`src/rtl/mux_sel_sequencer.sv`:
```
// Round-robin select/enable sequencer for a 2:1 pass-transistor mux.
// Each slot holds its grant for DWELL cycles; a select change is preceded by GUARD dead cycles.
module mux_sel_sequencer #(
    parameter int unsigned DWELL = 4,
    parameter int unsigned GUARD = 1,
    parameter int unsigned CW    = 4
) (
    input  logic clk,
    input  logic rst_n,
    input  logic req0,
    input  logic req1,
    output logic sel,
    output logic en,
    output logic gnt0,
    output logic gnt1,
    output logic slot_done,
    output logic busy
);

    localparam logic [CW-1:0] DWELL_LAST = CW'(DWELL - 1);
    localparam logic [CW-1:0] GUARD_LAST = CW'(GUARD - 1);
    localparam logic [CW-1:0] CNT_ONE    = CW'(1);

    typedef enum logic [1:0] {
        S_IDLE  = 2'd0,
        S_GUARD = 2'd1,
        S_DWELL = 2'd2
    } state_e;

    state_e        state_q, state_d;
    logic [CW-1:0] cnt_q, cnt_d;
    logic          sel_q, sel_d;
    logic          last_q, last_d;
    logic          en_q, en_d;
    logic          gnt0_q, gnt0_d;
    logic          gnt1_q, gnt1_d;
    logic          done_q, done_d;
    logic          busy_q, busy_d;
    logic          arb;
    logic          target;

    // Next-state logic; outputs are derived from the next state so they register with it
    always_comb begin
        state_d = state_q;
        cnt_d   = cnt_q;
        sel_d   = sel_q;
        last_d  = last_q;
        arb     = 1'b0;
        target  = 1'b0;

        case (state_q)
            S_IDLE: arb = 1'b1;
            S_GUARD: begin
                if (cnt_q == '0) begin
                    state_d = S_DWELL;
                    cnt_d   = DWELL_LAST;
                end else begin
                    cnt_d = cnt_q - CNT_ONE;
                end
            end
            S_DWELL: begin
                if (cnt_q == '0) begin
                    last_d = sel_q;
                    arb    = 1'b1;
                end else begin
                    cnt_d = cnt_q - CNT_ONE;
                end
            end
            default: begin
                state_d = S_IDLE;
                cnt_d   = '0;
            end
        endcase

        // Tie-break uses the just-updated last_served so back-to-back slots alternate
        if (arb) begin
            if (!req0 && !req1) begin
                state_d = S_IDLE;
                cnt_d   = '0;
            end else begin
                target = (req0 && req1) ? ~last_d : req1;
                if (target == sel_q) begin
                    state_d = S_DWELL;
                    cnt_d   = DWELL_LAST;
                end else begin
                    sel_d   = target;
                    state_d = S_GUARD;
                    cnt_d   = GUARD_LAST;
                end
            end
        end

        en_d   = (state_d == S_DWELL);
        gnt0_d = en_d & ~sel_d;
        gnt1_d = en_d & sel_d;
        done_d = en_d && (cnt_d == '0);
        busy_d = (state_d != S_IDLE);
    end

    always_ff @(posedge clk or negedge rst_n) begin
        if (!rst_n) begin
            state_q <= S_IDLE;
            cnt_q   <= '0;
            sel_q   <= 1'b0;
            last_q  <= 1'b1;
            en_q    <= 1'b0;
            gnt0_q  <= 1'b0;
            gnt1_q  <= 1'b0;
            done_q  <= 1'b0;
            busy_q  <= 1'b0;
        end else begin
            state_q <= state_d;
            cnt_q   <= cnt_d;
            sel_q   <= sel_d;
            last_q  <= last_d;
            en_q    <= en_d;
            gnt0_q  <= gnt0_d;
            gnt1_q  <= gnt1_d;
            done_q  <= done_d;
            busy_q  <= busy_d;
        end
    end

    assign sel       = sel_q;
    assign en        = en_q;
    assign gnt0      = gnt0_q;
    assign gnt1      = gnt1_q;
    assign slot_done = done_q;
    assign busy      = busy_q;

endmodule

```
`config.mk`:
```
export PLATFORM = sky130hd
export DESIGN_NAME = mux_sel_sequencer
export DESIGN_NICKNAME = d
export VERILOG_FILES = /design/src/rtl/mux_sel_sequencer.sv
export SDC_FILE = /design/constraint.sdc
export NUM_CORES = 1
export LEC_CHECK = 0
export CORE_MARGIN = 10
export CORE_UTILIZATION = 52
export CTS_CLUSTER_DIAMETER = 60
export DETAILED_ROUTE_END_ITERATION = 12
export HOLD_SLACK_MARGIN = 0.05
export MAX_ROUTING_LAYER = met4
export PLACE_DENSITY = 0.78
export SYNTH_ARGS = -nofsm -noshare
export SYNTH_HDL_FRONTEND = slang
export SYNTH_SLANG_ARGS = --single-unit
```
`constraint.sdc`:
```
create_clock -name clk -period 2 [get_ports clk]
set_input_delay 0.2 -clock clk [delete_from_list [all_inputs] [get_ports clk]]
set_output_delay 0.2 -clock clk [all_outputs]
set_load 0.05 [all_outputs]
```
==> flow_metrics.tcl <==
set metrics [dict create \
    clock-sinks 13 \
    critical_path_required_ns 2.16 \
    final_common_cell "dfrtp_1" \
    routed_wl_um 1470 \
    clock_skew_ns 0.00777 \
    cts_tree "done" \
    crit_type "flip-flop to flip-flop" \
    cts-resized-gates 0 \
    worst_pin_slew_ns 0.554 \
    vias 590 \
    grt_first_pass_wirelength_um 2650 \
    ctsHoldBuffers 0 \
    die-area_mm2 0.00335 \
    synth.area.top_cells "dfrtp_1, a21oi_1, dfstp_2, nand2_1, ha_1" \
    syn_avg_cell_area_um2 9.96 \
    hpwl_um 1150 \
    postLayoutCoreUtil_pct 66.1 \
    cp_slowest_cell "dfrtp_1" \
    ios 10 \
    period_minus_slack_ns 1.79 \
    cts_root_buf "clkbuf_4" \
    setup_viol 0 \
    synth_cell_types 36 \
    synth_top_area_share_pct 40.2 \
    place_congestion 0.858 \
    fin_tns_setup_ns 0 \
    grt_pass1_vias 604 \
    leakage_nw 0.385 \
    cts_setup_buffers 0 \
    fmax_mhz 558 \
    max_slew_margin_pct 63.0 \
    slowest_delay_ns 0.40 \
    grt_max_degree 14 \
    drive_above_1_share_pct 14.8 \
    post-route-drc-count 0 \
    portBuffers 9 \
    ys_ff_latch 13 \
    grt_antenna_before_repair 0 \
    hold_viol_final 0 \
    ys_seq_area_share_pct 43.7 \
    dr.first_iter.drc_count 5 \
    power_mw 1.66 \
    initial_core_util_pct 56.0 \
    syn_to_final_growth_pct 18.1 \
    yosys.area.top_type "dfrtp_1" \
    finalWorstSetupSlack_ns 0.209 \
    crit_chain "inv_1 -> ha_1 -> nor3b_4 -> inv_2 -> ha_1 -> nand3b_1 -> nor4b_1" \
    grt.overflow.total 0 \
    clk_path_buf_depth 2 \
    post-place-ws_ns 0.177 \
    wl_per_cell_um 14.3 \
    fin_nets 95 \
    crit_top_cell "ha_1" \
    cts_buffers 3 \
    yosysWarnings 0 \
    start_kind "flip-flop" \
    clk_pin_slew_ns 0.08 \
    core_mm2 0.00133 \
    ant_nets 0 \
    arrival_ns 1.96 \
    rows 13 \
    slew_violations 0 \
    syn_inst 75 \
    ir_drop_mv 1.07 \
    p_per_area_mw_per_mm2 1880 \
    period_share_pct 89.6 \
    cp_max_fo 3 \
    max_cap_viol_count 0 \
    end_kind "flip-flop" \
    synth_fp_nets 81 \
    status "finished clean" \
    clock_latency_ns 0.27 \
    most-common-layout-cells "dfrtp_1, clkdlybuf4s50_1, nand2_1, inv_1, a21oi_1" \
    track_usage_pct 10.0 \
    die_y_um 57.9 \
    fp.dieW_um 57.9 \
    vias_per_cell 5.73 \
    htreeDepth 1 \
    rsz0062_at_grt "false" \
    drtPass1Iterations 4 \
    synth.cell_area_um2 747 \
    hold_class "input pin to asynchronous set/reset pin" \
    diodes 0 \
]
## sequential cells by signal (all words and copies together) (netlist names)
| signal | cells |
|---|---|
| last_q | 1 |
| sel | 1 |
| en | 1 |
| gnt1 | 1 |
| busy | 1 |
| gnt0 | 1 |
| slot_done | 1 |
| cnt_q | 4 |
| state_q | 2 |
## per-stage QoR
step / cell area [um^2] / instances / hold slack [ns]
finish: 882 / 103 / 0.280
global route: 882 / 103 / 0.315
CTS: 882 / 103 / 0.302
detailed placement: 856 / 99 / 0.597
global placement: 856 / 99 / 0.604
floorplan: 747 / 75 / -0.0956
## cell usage after synthesis (all sizes together)
cell and count:
or3 1, ha 2, a311o 1, a21boi 1, xnor2 2, a31oi 1, buf 2, nor4b 1
nor2 5, nand2 7, mux2 1, a221oi 2, o221ai 1, dfrtp 12, nor2b 3, a21oi 6
o21ai 2, a211oi 2, inv 7, nand2b 1, dfstp 1, nor3b 3, o32a 1, nand3b 1
a32o 1, and2 1, o211a 1, mux2i 2, nand3 1, nor3 3
## area by class of cell
class | count | area, um^2
fillers | 112 | 452
multi-input cells | 53 | 379
flip-flops and latches | 13 | 327
repair buffers | 11 | 105
clock buffers | 4 | 26.3
inverters | 7 | 26.3
well taps | 15 | 18.8
## cell families after synthesis
group / share of synthesized area (%)
fa+ha+maj: 3.35
buf+inv: 5.53
xor+xnor: 2.35
mux: 4.19
simple gates: 21.8
compound gates: 19.1
flops: 43.7
## worst paths after layout
| kind | start | to | slack (ns) | cells after the start |
|---|---|---|---|---|
| max | cnt_q[0]$_DFF_PN0_ | slot_done$_DFF_PN0_ | 0.21 | 7 |
| min | rst_n | busy$_DFF_PN0_ | 0.28 | 1 |
| max reg2reg | cnt_q[0]$_DFF_PN0_ | slot_done$_DFF_PN0_ | 0.21 | 7 |
| min reg2reg | cnt_q[3]$_DFF_PN0_ | cnt_q[2]$_DFF_PN0_ | 0.63 | 2 |
| max in group asynchronous | rst_n | last_q$_DFF_PN1_ | 1.34 | 1 |
| min in group clk | cnt_q[3]$_DFF_PN0_ | cnt_q[2]$_DFF_PN0_ | 0.63 | 2 |
## power by group
part	internal (mW)	switching (mW)	total (mW)
Sequential	0.382	0.125	0.507
Combinational	0.428	0.567	0.994
Clock	0.0772	0.0782	0.155
## worst max-delay path, delay by kind of cell, from the launching register on
family                   cells  cell delay (ns)
flip-flops                   1             0.40
buffers and inverters        2             0.12
adder cells (fa/ha/maj)      2             0.46
AND/OR/NAND/NOR              3             0.70
## routing by layer
metal / GRT usage (%) / wire length (um)
met5: - / 0
met4: 1.68 / 10
met3: 5.66 / 104
met2: 15.5 / 696
met1: 11.1 / 658
Note: power is estimated with default switching activity, not from simulation.
